$ cat src/rtl/rx_pkg.sv
// State encodings and small helpers shared by the RX sequence checker.
package rx_pkg;

    typedef enum logic [2:0] {
        IDLE   = 3'd0,
        HEADER = 3'd1,
        TAIL   = 3'd2,
        DONE   = 3'd3
    } state_t;

    localparam int unsigned IDX_W = 16;

    // The aux byte of the next in-order frame; 255 wraps to 0.
    function automatic logic [7:0] seq_next(input logic [7:0] a);
        return a + 8'd1;
    endfunction

endpackage

$ cat src/rtl/detect_errors.sv
// RX sequence checker: captures the aux byte at a fixed offset in each frame and
// counts complete frames and frames whose aux follows the previous one.
//
//  state  | meaning
//  IDLE   | waiting for a rising edge of rx_en
//  HEADER | counting bytes up to the aux offset
//  TAIL   | aux captured, waiting for the frame to end
//  DONE   | one cycle: update counters and sequence tracking
module detect_errors
    import rx_pkg::*;
#(
    parameter int unsigned whereis_aux = 3
) (
    input  logic        clk,
    input  logic        rst,
    input  logic        rx_en,
    input  logic [7:0]  rx_data,
    output logic [31:0] count,
    output logic [31:0] ok,
    output logic        valid,
    output logic [2:0]  state
);

    localparam logic [IDX_W-1:0] AUX_IDX = IDX_W'(whereis_aux);

    state_t           r_state;
    state_t           w_next;
    logic             w_capture;
    logic             w_start;
    logic             w_in_seq;
    logic             r_rx_en_d;
    logic [IDX_W-1:0] r_idx;
    logic             r_sync;
    logic [7:0]       r_aux;
    logic [7:0]       r_last_aux;
    logic [31:0]      r_count;
    logic [31:0]      r_ok;
    logic             r_valid;

    assign w_start  = rx_en & ~r_rx_en_d;
    assign w_in_seq = (r_aux == seq_next(r_last_aux));

    always_ff @(posedge clk) begin
        if (rst) begin
            r_state <= IDLE;
        end else begin
            r_state <= w_next;
        end
    end

    always_comb begin
        w_next    = r_state;
        w_capture = 1'b0;
        case (r_state)
            IDLE: begin
                if (w_start) begin
                    if (AUX_IDX == '0) begin
                        w_capture = 1'b1;
                        w_next    = TAIL;
                    end else begin
                        w_next = HEADER;
                    end
                end
            end
            HEADER: begin
                if (!rx_en) begin
                    w_next = IDLE;
                end else if (r_idx == AUX_IDX) begin
                    w_capture = 1'b1;
                    w_next    = TAIL;
                end
            end
            TAIL: begin
                if (!rx_en) begin
                    w_next = DONE;
                end
            end
            DONE:    w_next = IDLE;
            default: w_next = IDLE;
        endcase
    end

    // rx_en_d resets high so a frame already running at reset release is not a start.
    always_ff @(posedge clk) begin
        if (rst) begin
            r_rx_en_d  <= 1'b1;
            r_idx      <= '0;
            r_sync     <= 1'b0;
            r_aux      <= '0;
            r_last_aux <= '0;
            r_count    <= '0;
            r_ok       <= '0;
            r_valid    <= 1'b0;
        end else begin
            r_rx_en_d <= rx_en;
            r_valid   <= (r_state == DONE);

            if (r_state == HEADER && rx_en) begin
                r_idx <= r_idx + 1'b1;
            end else if (r_state == IDLE && w_start) begin
                r_idx <= IDX_W'(1);
            end else begin
                r_idx <= '0;
            end

            if (w_capture) begin
                r_aux <= rx_data;
            end

            if (r_state == DONE) begin
                r_count    <= r_count + 32'd1;
                r_last_aux <= r_aux;
                r_sync     <= 1'b1;
                if (!r_sync || w_in_seq) begin
                    r_ok <= r_ok + 32'd1;
                end
            end
        end
    end

    assign count = r_count;
    assign ok    = r_ok;
    assign valid = r_valid;
    assign state = r_state;

endmodule

$ cat config.mk
export PLATFORM = sky130hd
export DESIGN_NAME = detect_errors
export DESIGN_NICKNAME = d
export VERILOG_FILES = /design/src/rtl/rx_pkg.sv /design/src/rtl/detect_errors.sv
export SDC_FILE = /design/constraint.sdc
export NUM_CORES = 1
export LEC_CHECK = 0
export ABC_AREA = 1
export CORE_UTILIZATION = 45
export CTS_CLUSTER_DIAMETER = 200
export DETAILED_ROUTE_END_ITERATION = 7
export MAX_ROUTING_LAYER = met4
export PLACE_DENSITY = 0.8
export SETUP_SLACK_MARGIN = 0.15
export SYNTH_ARGS = -nofsm -noshare
export SYNTH_HDL_FRONTEND = slang
export SYNTH_SLANG_ARGS = --single-unit
$ cat constraint.sdc
create_clock -name clk -period 2.2 [get_ports clk]
set_input_delay 0.22 -clock clk [delete_from_list [all_inputs] [get_ports clk]]
set_output_delay 0.22 -clock clk [all_outputs]
set_load 0.02 [all_outputs]
; ---- Yosys cells after proc, flatten, opt, wreduce, memory -nomap -nowiden
; Index checks and enable logic that the tools add are counted.
[classes]
n_addsub = 4
eq_ne = 8
n_mux = 10
bitwise = 2
reduce_logical = 7
[ops]
columns = op, n
row1 = $add A32 B1 Y32 const B, 2
row2 = $add A16 B1 Y16 const B, 1
row3 = $eq A16 B2 Y1 const B, 1
row4 = $mux W16, 1
row5 = $mux W3, 4
row6 = $pmux W3 S3, 1
row7 = $add A8 B1 Y8 const B, 1
row8 = $eq A8 B8 Y1, 1
row9 = $eq A3 B2 Y1 const B, 2
row10 = $mux W1, 4
row11 = $ne A2 B2 Y1 const B, 2
row12 = $eq A3 B1 Y1 const B, 1
row13 = $logic_not A3 Y1, 1
row14 = $ne A3 B3 Y1 const B, 1
row15 = $reduce_and A3 Y1, 1
row16 = $logic_and A1 B1 Y1, 2
row17 = $reduce_and A2 Y1, 1
row18 = $and A1 B1 Y1, 1
row19 = $logic_not A1 Y1, 1
row20 = $logic_or A1 B1 Y1, 1
row21 = $not A1 Y1, 1
[totals]
reg_bits = 102
input_bits = 11
output_inout_bits = 68

; ---- Longest topological paths before layout
[depth]
ltp_word = 5
ltp_mapped = 14

; ---- Worst setup path after synthesis
; No wires, ideal clock.
[synth_path]
path_type = reg-to-reg
from = register r_count[0], in the netlist count[0]
to = register r_count[18], in the netlist count[18]
setup_ns = 0.128
arrival_time_ns = 1.598
required_time_ns = 2.072
path_slack_ns = 0.475
stages_incl_launch_ff = 11
n_path_buf = 0
path_cell_list = dfxtp_1 > ha_1 > nand3_1 > nor2_1 > nand2_1 > nor2_2 > inv_2 > nor2_1 > nand3_1 > xor2_1 > nor2_1
[synth_between]
elab_chain_cells = 1
[synth_rtl]
columns = item, line
row1 = "start, declared", detect_errors.sv:36  ; logic [31:0] r_count;
row2 = "start signal, assigned", detect_errors.sv:111  ; r_count <= r_count + 32'd1;
row3 = $add A32 B1 Y32, detect_errors.sv:111
; Every way passes these cells.
; A chain may end at the register's enable or synchronous reset.

; ---- Worst setup path in the final report
[layout_path]
from = register r_state[1], in the netlist state[1]
to = register r_ok[15], in the netlist ok[15]
[layout_between]
elab_chain_cells = 2
[layout_rtl]
columns = item, line
row1 = "start, declared", detect_errors.sv:26  ; state_t r_state;
row2 = "start signal, assigned", detect_errors.sv:47  ; r_state <= w_next;
row3 = $eq A3 B2 Y1, detect_errors.sv:110  ; if (r_state == DONE) begin
row4 = $reduce_and A2 Y1 (no line), n/a
row5 = "end signal, assigned", detect_errors.sv:115  ; r_ok <= r_ok + 32'd1;
row6 = "end, declared", detect_errors.sv:37  ; logic [31:0] r_ok;
; Every way passes these cells.

==> impl_metrics.toml <==
[run_status]
run_status = "complete, no violations"

[worst_setup_path]
crit_required_ns = 2.45
arrival_ns = 2.10
path_cells = "nand2_2 -> inv_2 -> nand2_2 -> nor2_4 -> nand2_2 -> nor2_2 -> nand3_1 -> nor2_1 -> nand3_1 -> nand2_1 -> nor2_1"
slowest_stage = "dfxtp_1"
start_kind = "register"
cp-startpoint = "state[1]"
crit_top_cell = "nand2_2"
r2r-start = "state[1]"
crit_fanout = 10
path_delay_family = "simple AND/OR/NAND/NOR gates"
max_stage_delay_ns = 0.43
cp.buffers_inverters = 1
cp-end-kind = "register"
path_class = "register to register"

[layout]
seq_area_um2 = 2023
final_nets = 893
fillers = 1061
stdcell_area_um2 = 6568
multi_input_area_um2 = 2840
syn_to_final_growth_pct = 23.77
finalNonFillerCells = 1026
drive_above_1_share = 0.05889
diodes = 0

[synth]
synthSimpleGateAreaFrac = 0.3766
ys_seq_elements = 101
netlist.area_leader.share = 0.3810
syn_avg_cell_area_um2 = 6.592
synthAdderAreaFrac = 0.009432
yosys.area.top_type = "dfxtp_1"
synth.distinct_cells = 31
synth_most_common_cell = "nand2_1"
synth_compound_area_frac = 0.1007
synth_xor_area_frac = 0.03631
async_flop_share = 0
synth.area.top_cells = "dfxtp_1, nand2_1, nor2_1"
yosysWarnings = 0
muxShareOfSynthArea = 0
synth.cells.most_frequent = "nand2_1, nor2_1, dfxtp_1"
synthFlopType = "dfxtp_1"
syn_nets = 820
synthCells = 805
synth_area_um2 = 5306
synth-edff-count = 0
synth_top_family_by_area = "simple AND/OR/NAND/NOR gates"
ys_seq_area_frac = 0.3810

[place]
place_inst = 1007
routabilityCongestion = 0.8389
dp_slack_ns = 0.3130
place_area_um2 = 6165
hpwl_mm = 8.458
port_buffers = 77

[timing]
setup_violations = 0
finalClockSkew_ns = 0.008136
rsz0062_at_grt = "no"
tns_ns = 0
max_freq_mhz = 540.2
slew_violations = 0
fin_ws_ns = 0.3487
slew_headroom = 0.5352
worstMarginPinSlew_ns = 0.6962
fin_crit_ns = 1.851
timing.final.hold_violations = 0
finalCritPeriodShare = 0.8415

[drt]
dr.pass1.iters = 5
drc = 0
wl_per_cell_um = 12.71
drt_iter0_drc = 353
met2_length_mm = 6.060
dr_wl_met3_um = 673
routed_wl_mm = 13.04
wl_met1_mm = 6.094
drtAntennaViolNets = 0
routed-via-count = 5374
vias_per_cell = 5.238
top_layer = "met4"

[clock_network]
clk_latency_ns = 0.35
cts_root_buf = "clkbuf_16"
clock_path_buffers = 2
clk_pin_slew_ns = 0.07
cts_made_buffers = 9
clock_sinks = 101
cts_tree = "yes"
cts_max_level = 3

[floorplanning]
core.rowCount = 39
die_h_um = 110.6
io_pins = 79
start_util = 0.4627
core-area_um2 = 11470
die_x_um = 110.6
die_area_um2 = 12230

[pwr]
total_power_w = 0.003773
power_leakage_nw = 2.431
p_per_area_nw_per_um2 = 574.5
peakVddDrop_mv = 0.3090

[global_routing]
antenna_found_initial = 0
grt_max_degree = 65
grt_pass1_vias = 4542
overflow = 0
grt_util_all_layers = 0.2094
grt_pass1_wl_mm = 20.82

[flow_run]
maxCapViolCount = 0

[min_path]
min-delay-start = "rx_data[6]"
hp-class = "input pin to register"
==> state kept, by name, summed over array words and instances, names as in the netlist, 2 cells and up <==
register and count:
r_aux 8, count 32, ok 32, state 2
r_idx 16, r_last_aux 8
==> final cells by class <==
type | instances | area share
Sequential cell | 101 | 0.3081
Tap cell | 143 | 0.02724
Clock inverter | 6 | 0.01696
Inverter | 95 | 0.05430
Clock buffer | 10 | 0.03486
Timing Repair Buffer | 83 | 0.1261
Multi-Input combinational cell | 588 | 0.4325
==> cell families after synthesis <==
kind of cell / Yosys count
XOR/XNOR: 22
AND/OR/NAND/NOR: 454
other: 1
buffers and inverters: 119
AO/OA/AOI/OAI: 104
adder cells (fa/ha/maj): 4
flip-flops: 101
==> tightest hold or removal path: stages <==
cell	delay [ns]
clkdlybuf4s50_1	0.39
nor2_1	0.10
nor2_1	0.05
==> routing by layer <==
layer  vias to the layer above  track usage
met5                         -            -
met4                         0      0.07911
met3                        21      0.03403
met2                       157       0.3375
met1                      2440       0.2636
li1                       2756            -
==> stage by stage <==
step	util	hold slack (ns)
2_1_floorplan	-	0.3465
3_3_place_gp	0.5376	0.4535
3_5_place_dp	0.5376	0.4783
4_1_cts	0.5673	0.4569
5_1_grt	0.5727	0.4893
6_report	0.5727	0.4634
==> cell usage in the layout (no fill, tap or decap), drive strengths merged <==
cell	synthesis	routed
nand4	21	21
and3	2	2
xor2	14	14
nand3	63	63
dfxtp	101	101
nor3b	1	1
a211oi	4	4
inv	94	94
xnor2	8	8
nor4	5	5
clkinvlp	0	1
nor2	149	149
nand2	175	178
ha	4	4
conb	1	1
clkbuf	13	10
clkdlybuf4s50	0	77
bufinv	0	3
nor3	35	35
clkinv	1	3
o21ai	37	37
buf	11	6
a221oi	1	1
a21oi	62	62
nand3b	3	3
==> power breakdown <==
group | internal [W] | switching [W]
sequential | 0.00183 | 0.00000523
combinational | 0.0000446 | 0.0000643
clock | 0.00111 | 0.000714
total | 0.00299 | 0.000783
==> worst paths after layout <==
| path | to | slack [ns] | depth (start not counted) |
|---|---|---|---|
| worst max register to register | ok[15] | 0.35 | 11 |
| worst min register to register | r_idx[0] | 0.48 | 1 |
| worst max-delay path | ok[15] | 0.35 | 11 |
| worst min-delay path | r_aux[6] | 0.46 | 3 |
==> what timing repair did <==
action | CTS | global route
hold endpoints to repair | 0 | 0
resized for setup | 0 | 6
hold buffers | 0 | 0
buffers inserted | 0 | 0
endpoints found under the setup margin | 0 | 32
(Power assumes the default switching activity.)
